File: src/rtl/ctrl_pkg.sv
// Shared decode definitions: opcodes, ALU/compare/memory codes, control bundle layout, stage FSM encoding.
package ctrl_pkg;

  localparam logic [6:0] OPC_LUI    = 7'b0110111;
  localparam logic [6:0] OPC_AUIPC  = 7'b0010111;
  localparam logic [6:0] OPC_JAL    = 7'b1101111;
  localparam logic [6:0] OPC_JALR   = 7'b1100111;
  localparam logic [6:0] OPC_BRANCH = 7'b1100011;
  localparam logic [6:0] OPC_LOAD   = 7'b0000011;
  localparam logic [6:0] OPC_STORE  = 7'b0100011;
  localparam logic [6:0] OPC_OP_IMM = 7'b0010011;
  localparam logic [6:0] OPC_OP     = 7'b0110011;

  localparam logic [3:0] ALU_ADD   = 4'd0;
  localparam logic [3:0] ALU_SUB   = 4'd1;
  localparam logic [3:0] ALU_SLL   = 4'd2;
  localparam logic [3:0] ALU_SLT   = 4'd3;
  localparam logic [3:0] ALU_SLTU  = 4'd4;
  localparam logic [3:0] ALU_XOR   = 4'd5;
  localparam logic [3:0] ALU_SRL   = 4'd6;
  localparam logic [3:0] ALU_SRA   = 4'd7;
  localparam logic [3:0] ALU_OR    = 4'd8;
  localparam logic [3:0] ALU_AND   = 4'd9;
  localparam logic [3:0] ALU_PASSB = 4'd10;

  localparam logic [2:0] BR_EQ  = 3'b000;
  localparam logic [2:0] BR_NE  = 3'b001;
  localparam logic [2:0] BR_LT  = 3'b100;
  localparam logic [2:0] BR_GE  = 3'b101;
  localparam logic [2:0] BR_LTU = 3'b110;
  localparam logic [2:0] BR_GEU = 3'b111;

  localparam logic [1:0] MEM_BYTE   = 2'd0;
  localparam logic [1:0] MEM_HALF   = 2'd1;
  localparam logic [1:0] MEM_WORD   = 2'd2;
  localparam logic [1:0] MEM_DOUBLE = 2'd3;

  localparam int CTRL_W              = 20;
  localparam int CTRL_ILL            = 0;
  localparam int CTRL_JUMP_REG       = 1;
  localparam int CTRL_JUMP_EN        = 2;
  localparam int CTRL_PC_TO_ALU      = 3;
  localparam int CTRL_PC_TO_REG      = 4;
  localparam int CTRL_ALU_SRC        = 5;
  localparam int CTRL_ALU_OP_LSB     = 6;
  localparam int CTRL_MEM_TO_REG     = 10;
  localparam int CTRL_REG_WE         = 11;
  localparam int CTRL_MEM_MODE_LSB   = 12;
  localparam int CTRL_MEM_UNSIGNED   = 14;
  localparam int CTRL_MEM_WE         = 15;
  localparam int CTRL_BRANCH_MODE_LSB = 16;
  localparam int CTRL_BRANCH_EN      = 19;

  // Field order is MSB first so the bit offsets above hold.
  typedef struct packed {
    logic       branch_en;
    logic [2:0] branch_mode;
    logic       mem_we;
    logic       mem_unsigned;
    logic [1:0] mem_mode;
    logic       reg_we;
    logic       mem_to_reg;
    logic [3:0] alu_op;
    logic       alu_src;
    logic       pc_to_reg;
    logic       pc_to_alu;
    logic       jump_en;
    logic       jump_reg;
    logic       ill;
  } ctrl_t;

  typedef enum logic [1:0] {
    EMPTY  = 2'd0,
    FULL   = 2'd1,
    BUBBLE = 2'd2
  } state_t;

  // alt selects SUB/SRA (instr[30]); callers only pass it where those exist.
  function automatic logic [3:0] alu_from_funct(input logic [2:0] funct3, input logic alt);
    logic [3:0] op;
    op = ALU_ADD;
    case (funct3)
      3'b000:  op = alt ? ALU_SUB : ALU_ADD;
      3'b001:  op = ALU_SLL;
      3'b010:  op = ALU_SLT;
      3'b011:  op = ALU_SLTU;
      3'b100:  op = ALU_XOR;
      3'b101:  op = alt ? ALU_SRA : ALU_SRL;
      3'b110:  op = ALU_OR;
      default: op = ALU_AND;
    endcase
    return op;
  endfunction

endpackage

File: src/rtl/decode_comb.sv
// Combinational RV32I/RV64I instruction -> ctrl_t decoder, XLEN-aware.
// auipc is legal only when CTRL_AUIPC_EN is defined; otherwise it decodes as illegal.
module decode_comb
  import ctrl_pkg::*;
#(
  parameter int XLEN = 32
) (
  input  logic [31:0] instr,
  output ctrl_t       ctrl
);

  localparam bit IS64 = (XLEN == 64);

  logic [6:0] opcode;
  logic [2:0] funct3;
  logic [6:0] funct7;
  logic [6:0] funct7_shift;
  logic       legal;
  ctrl_t      c;
  logic       unused_fields;

  assign opcode = instr[6:0];
  assign funct3 = instr[14:12];
  assign funct7 = instr[31:25];
  // RV64 immediate shifts use bit 25 as shamt[5].
  assign funct7_shift  = IS64 ? {instr[31:26], 1'b0} : instr[31:25];
  assign unused_fields = ^{instr[24:15], instr[11:7]};

  always_comb begin
    c     = '0;
    legal = 1'b0;
    case (opcode)
      OPC_LUI: begin
        legal     = 1'b1;
        c.reg_we  = 1'b1;
        c.alu_src = 1'b1;
        c.alu_op  = ALU_PASSB;
      end
      OPC_AUIPC: begin
`ifdef CTRL_AUIPC_EN
        legal       = 1'b1;
        c.reg_we    = 1'b1;
        c.alu_src   = 1'b1;
        c.pc_to_alu = 1'b1;
        c.alu_op    = ALU_ADD;
`else
        legal = 1'b0;
`endif
      end
      OPC_JAL: begin
        legal       = 1'b1;
        c.jump_en   = 1'b1;
        c.reg_we    = 1'b1;
        c.pc_to_reg = 1'b1;
      end
      OPC_JALR: begin
        legal       = (funct3 == 3'b000);
        c.jump_en   = 1'b1;
        c.jump_reg  = 1'b1;
        c.reg_we    = 1'b1;
        c.pc_to_reg = 1'b1;
        c.alu_src   = 1'b1;
        c.alu_op    = ALU_ADD;
      end
      OPC_BRANCH: begin
        legal         = (funct3[2:1] != 2'b01);
        c.branch_en   = 1'b1;
        c.branch_mode = funct3;
        c.alu_op      = ALU_SUB;
      end
      OPC_LOAD: begin
        case (funct3)
          3'b000, 3'b001, 3'b010, 3'b100, 3'b101: legal = 1'b1;
          3'b011, 3'b110:                         legal = IS64;
          default:                                legal = 1'b0;
        endcase
        c.reg_we       = 1'b1;
        c.mem_to_reg   = 1'b1;
        c.alu_src      = 1'b1;
        c.alu_op       = ALU_ADD;
        c.mem_mode     = funct3[1:0];
        c.mem_unsigned = funct3[2];
      end
      OPC_STORE: begin
        legal      = (funct3[2:1] == 2'b00) || (funct3 == 3'b010) || (IS64 && funct3 == 3'b011);
        c.mem_we   = 1'b1;
        c.alu_src  = 1'b1;
        c.alu_op   = ALU_ADD;
        c.mem_mode = funct3[1:0];
      end
      OPC_OP_IMM: begin
        case (funct3)
          3'b001:  legal = (funct7_shift == 7'b0000000);
          3'b101:  legal = (funct7_shift == 7'b0000000) || (funct7_shift == 7'b0100000);
          default: legal = 1'b1;
        endcase
        c.reg_we  = 1'b1;
        c.alu_src = 1'b1;
        c.alu_op  = alu_from_funct(funct3, instr[30] && (funct3 == 3'b101));
      end
      OPC_OP: begin
        legal    = (funct7 == 7'b0000000) ||
                   ((funct7 == 7'b0100000) && (funct3 == 3'b000 || funct3 == 3'b101));
        c.reg_we = 1'b1;
        c.alu_op = alu_from_funct(funct3, instr[30]);
      end
      default: legal = 1'b0;
    endcase
    if (!legal) begin
      c     = '0;
      c.ill = 1'b1;
    end
  end

  assign ctrl = c;

endmodule

File: src/rtl/decode_stage.sv
// Registered ID/EX decode stage: 1-cycle accept->out latency, valid/ready both sides, one bubble per load-use pair.
// flush swallows input and empties the register; auipc support is controlled by CTRL_AUIPC_EN (see decode_comb).
module decode_stage
  import ctrl_pkg::*;
#(
  parameter int XLEN  = 32,
  parameter int CNT_W = 16
) (
  input  logic              clk,
  input  logic              rst,
  input  logic              in_valid,
  output logic              in_ready,
  input  logic [31:0]       in_instr,
  input  logic [XLEN-1:0]   in_pc,
  input  logic              flush,
  output logic              out_valid,
  input  logic              out_ready,
  output logic [CTRL_W-1:0] out_ctrl,
  output logic [31:0]       out_instr,
  output logic [XLEN-1:0]   out_pc,
  output logic              ill_flag,
  output logic [31:0]       ill_capture,
  input  logic              ill_clear,
  output logic [CNT_W-1:0]  stall_cnt
);

  state_t     state;
  state_t     state_nxt;
  ctrl_t      dec;
  ctrl_t      held;
  logic       uses_rs2;
  logic [4:0] held_rd;
  logic       hazard;
  logic       accept;
  logic       fire;

  decode_comb #(.XLEN(XLEN)) u_decode_comb (
    .instr (in_instr),
    .ctrl  (dec)
  );

  assign uses_rs2 = (in_instr[6:0] == OPC_OP) || (in_instr[6:0] == OPC_BRANCH) ||
                    (in_instr[6:0] == OPC_STORE);
  assign held_rd  = out_instr[11:7];
  assign hazard   = (state == FULL) && held.mem_to_reg && (held_rd != 5'd0) && in_valid &&
                    ((in_instr[19:15] == held_rd) || (uses_rs2 && in_instr[24:20] == held_rd));
  assign accept   = in_valid && in_ready && !flush;
  assign fire     = out_valid && out_ready;

  always_ff @(posedge clk or posedge rst) begin
    if (rst) state <= EMPTY;
    else     state <= state_nxt;
  end

  always_comb begin
    state_nxt = state;
    if (flush) begin
      state_nxt = EMPTY;
    end else begin
      case (state)
        EMPTY:  if (accept) state_nxt = FULL;
        FULL: begin
          if (hazard && out_ready)  state_nxt = BUBBLE;
          else if (fire && !accept) state_nxt = EMPTY;
        end
        BUBBLE: state_nxt = accept ? FULL : EMPTY;
        default: state_nxt = EMPTY;
      endcase
    end
  end

  always_comb begin
    out_valid = (state == FULL);
    in_ready  = flush || (!hazard && ((state != FULL) || out_ready));
  end

  // The register only loads on accept, which keeps out_* stable under backpressure.
  always_ff @(posedge clk or posedge rst) begin
    if (rst) begin
      held      <= '0;
      out_instr <= '0;
      out_pc    <= '0;
    end else if (accept) begin
      held      <= dec;
      out_instr <= in_instr;
      out_pc    <= in_pc;
    end
  end

  assign out_ctrl = held;

  always_ff @(posedge clk or posedge rst) begin
    if (rst) begin
      ill_flag    <= 1'b0;
      ill_capture <= '0;
    end else if (ill_clear) begin
      ill_flag    <= 1'b0;
      ill_capture <= '0;
    end else if (accept && dec.ill && !ill_flag) begin
      ill_flag    <= 1'b1;
      ill_capture <= in_instr;
    end
  end

  always_ff @(posedge clk or posedge rst) begin
    if (rst) begin
      stall_cnt <= '0;
    end else if (hazard && (stall_cnt != {CNT_W{1'b1}})) begin
      stall_cnt <= stall_cnt + CNT_W'(1);
    end
  end

endmodule

File: config.mk
export PLATFORM = sky130hd
export DESIGN_NAME = decode_stage
export DESIGN_NICKNAME = d
export VERILOG_FILES = /design/src/rtl/ctrl_pkg.sv /design/src/rtl/decode_comb.sv /design/src/rtl/decode_stage.sv
export SDC_FILE = /design/constraint.sdc
export NUM_CORES = 1
export LEC_CHECK = 0
export ABC_AREA = 1
export CAP_MARGIN = 25
export CORE_MARGIN = 3
export CORE_UTILIZATION = 60
export DETAILED_ROUTE_END_ITERATION = 10
export DONT_BUFFER_PORTS = 1
export GPL_ROUTABILITY_DRIVEN = 0
export PLACE_DENSITY = 0.76
export SKIP_CTS_REPAIR_TIMING = 1
export SLEW_MARGIN = 20
export SYNTH_ARGS = -nofsm -noshare
export SYNTH_HDL_FRONTEND = slang
export SYNTH_SLANG_ARGS = --single-unit
File: constraint.sdc
create_clock -name clk -period 11.99 [get_ports clk]
set_input_delay 2.398 -clock clk [delete_from_list [all_inputs] [get_ports clk]]
set_output_delay 2.398 -clock clk [all_outputs]
set_load 0.02 [all_outputs]
==> metrics.txt <==
Hold Violations, Final 0; static leakage roughly 3.5 nW; Bufs on Longest Clock Path 2; Req. time, crit path 9.59 ns; Synth Instances around 730; Crit path top cell by count nand2_1; Diodes inserted 0; min cycle time layout approximately 6.0 ns; Min-Delay Path Depth 1; Root Driver clkbuf_8; Fin Clk Skew 0.00643 ns; core area roughly 9900 um^2; outcome complete, no violations; Power Density between 150 and 200 nW/um^2; Die ar. 11500 um^2; first-pass iteration count of the detailed router 5; Synth cell types 37; H-tree depth 4; Least-Margin Pin Slew roughly 0.94 ns; Avg Synthesized Cell Area roughly 8.4 um^2; Syn-to-layout area delta 9.86%; later-pin clock latency in the skew report about 0.5 ns; antenna-violating nets left 0; Wirelength per Cell ~18 um; crit path launch type input pin; CP max FO 6; max capacitance violation total 0; GRT Total Usage 0.277; Slew Limit Headroom 0.374; Synthesis Warnings 0; Nets just under 800; CTS sink cnt around 130; Critical Path AT 3.61 ns; Layout fillers 757; Clock Power Share 0.436; Seq pwr share 0.482; IO buf count 0; synthesized flop and latch total between 100 and 150; Mapped Area 6150 um^2; slowest stage cell, crit path or2_2; die width approximately 110 um; hpwl dp between 10000 and 15000 um; final cell count without fillers approximately 860; Sw Share 0.281; post-synthesis sequential area ratio 0.541; Final Cell Area about 6800 um^2; cell total after placement 828; Worst Reg-to-Reg Cells 15; CTS tree done; vias approximately 5000; Synth Net Count about 800; Slew Viols, Final 0; placed cell area roughly 6000 um^2; TritonCTS Buffers 17; fmax between 150 and 200 MHz; Final period util 0.501; share of post-route cells with drive strength above 1 0.0824; largest net degree at the start of global routing approximately 100; worst-path cell chain nand2_1 > nor2_4 > nand2_1 > nand3_1 > nand2_1 > nand2_1 > a21oi_1 > or2_2; cell internal pwr roughly 0.87 mW; Peak VDD IR 109 uV; critical path endpoint category primary output; NetSw 0.339 mW; # IOs ~210; number of global-route vias before repair about 4800; initial antenna violation count 0; Finish-stage setup viols 0; Die Ht approximately 110 um; Worst-path clk slew roughly 0.050 ns; drt via density around 5.8; Critical Setup Path Class input pin to primary output; grt total ovfl 0; worst hold path type flop to flop; first-pass GRT wire length around 25000 um; DR iter-0 viols around 350; Max stage delay on crit path 0.36 ns; power share of the combinational group 0.082; DR DRC count 0; final setup TNS 0 ns; initial core utilization 0.624; RSZ-0062 raised after global routing false; total routed wirelength between 15000 and 20000 um; row count 36
## registers in the layout, summed over array words and instances (netlist names)
register	count
ill_capture	32
out_instr	32
out_pc	32
out_ctrl	18
stall_cnt	16
state	2
ill_flag	1
## power groups by stage
stage,clock (mW),sequential [mW],combinational [mW]
floorplan,0,0.577,0.0841
global placement,0,0.589,0.0930
detailed placement,0,0.589,0.0977
CTS,0.534,0.583,0.0978
global route,0.555,0.588,0.115
finish,0.527,0.582,0.0995
## layer usage
metal	vias up	wire [um]	track usage
met3	18	1860	0.113
li1	2324	-	-
met5	-	0	0
met2	260	7430	0.432
met1	2428	6260	0.351
met4	0	289	0.0913
## synth_stat cells, drive strengths merged
cell type / count / area [um^2]
a21oi: 6 / 33.8
a22oi: 1 / 7.51
and3: 1 / 6.26
buf: 33 / 224
clkbuf: 6 / 22.5
clkinv: 1 / 3.75
conb: 1 / 3.75
dfrtp: 133 / 3330
ha: 1 / 12.5
inv: 48 / 183
nand2: 302 / 1140
nand3: 45 / 248
nand3b: 1 / 7.51
nand4: 44 / 297
nor2: 31 / 164
nor3: 9 / 45.0
nor4: 2 / 12.5
o211ai: 1 / 7.51
o21ai: 42 / 210
o31ai: 4 / 30.0
or2: 1 / 6.26
xnor2: 10 / 87.6
xor2: 8 / 70.1
## cells in the final DEF (no fill, tap or decap), drive strengths merged
master and n:
ha 1, nand3 45, or2 1, inv 48
and3 1, clkinv 5, nand4 44, nand2 302
nand3b 1, a21oi 6, o211ai 1, clkbuf 22
xor2 8, o31ai 4, nor3 9, conb 1
nor4 2, bufinv 4, clkinvlp 1, a22oi 1
buf 5, o21ai 42, xnor2 10, dfrtp 133
nor2 31
## cell families (layout without fill, tap and decap cells)
family | count (synthesis) | after routing | share of synthesized area
and+or+nand+nor | 436 | 436 | 0.314
DFF | 133 | 133 | 0.541
buffers and inverters | 88 | 85 | 0.0704
AOI/OAI and AO/OA | 54 | 54 | 0.0470
xor gates and xnor gates | 18 | 18 | 0.0256
adders and majority gates | 1 | 1 | 0.00203
other | 1 | 1 | 0.000609
## cell type report
cell class              instances  area, um^2  area share
well taps                     133         166      0.0246
flip-flops and latches        133        3330       0.492
clock buffers                  22         453      0.0670
clock inverters                 9         151      0.0224
multi-input cells             510        2390       0.354
repair buffers                  5        77.6      0.0115
inverters                      49         191      0.0283
## critical path: cells and delay by family
kind,cells,cell delay [ns]
compound gates,1,0.12
simple gates,7,1.09
## worst paths after layout
| kind | from | slack (ns) | to |
|---|---|---|---|
| max in group asynchronous | rst | 8.93 | out_instr[2] |
| max reg2reg | out_instr[8] | 9.32 | ill_capture[1] |
| min in group asynchronous | rst | 1.84 | stall_cnt[4] |
| min | state[0] | 0.46 | state[0] |
| max | in_instr[0] | 5.99 | in_ready |
| min reg2reg | state[0] | 0.46 | state[0] |
## stage by stage
step	hold slack, ns	setup WS, ns	utilization	total power [mW]
after CTS	0.457	5.99	0.680	1.21
after detailed placement	0.444	5.99	0.618	0.687
after global routing	0.467	5.93	0.685	1.26
final	0.458	5.99	0.685	1.21
after floorplan	0.427	6.04	-	0.661
after global placement	0.440	6.01	0.618	0.682
No activity file was read; power rests on OpenSTA's default activity.
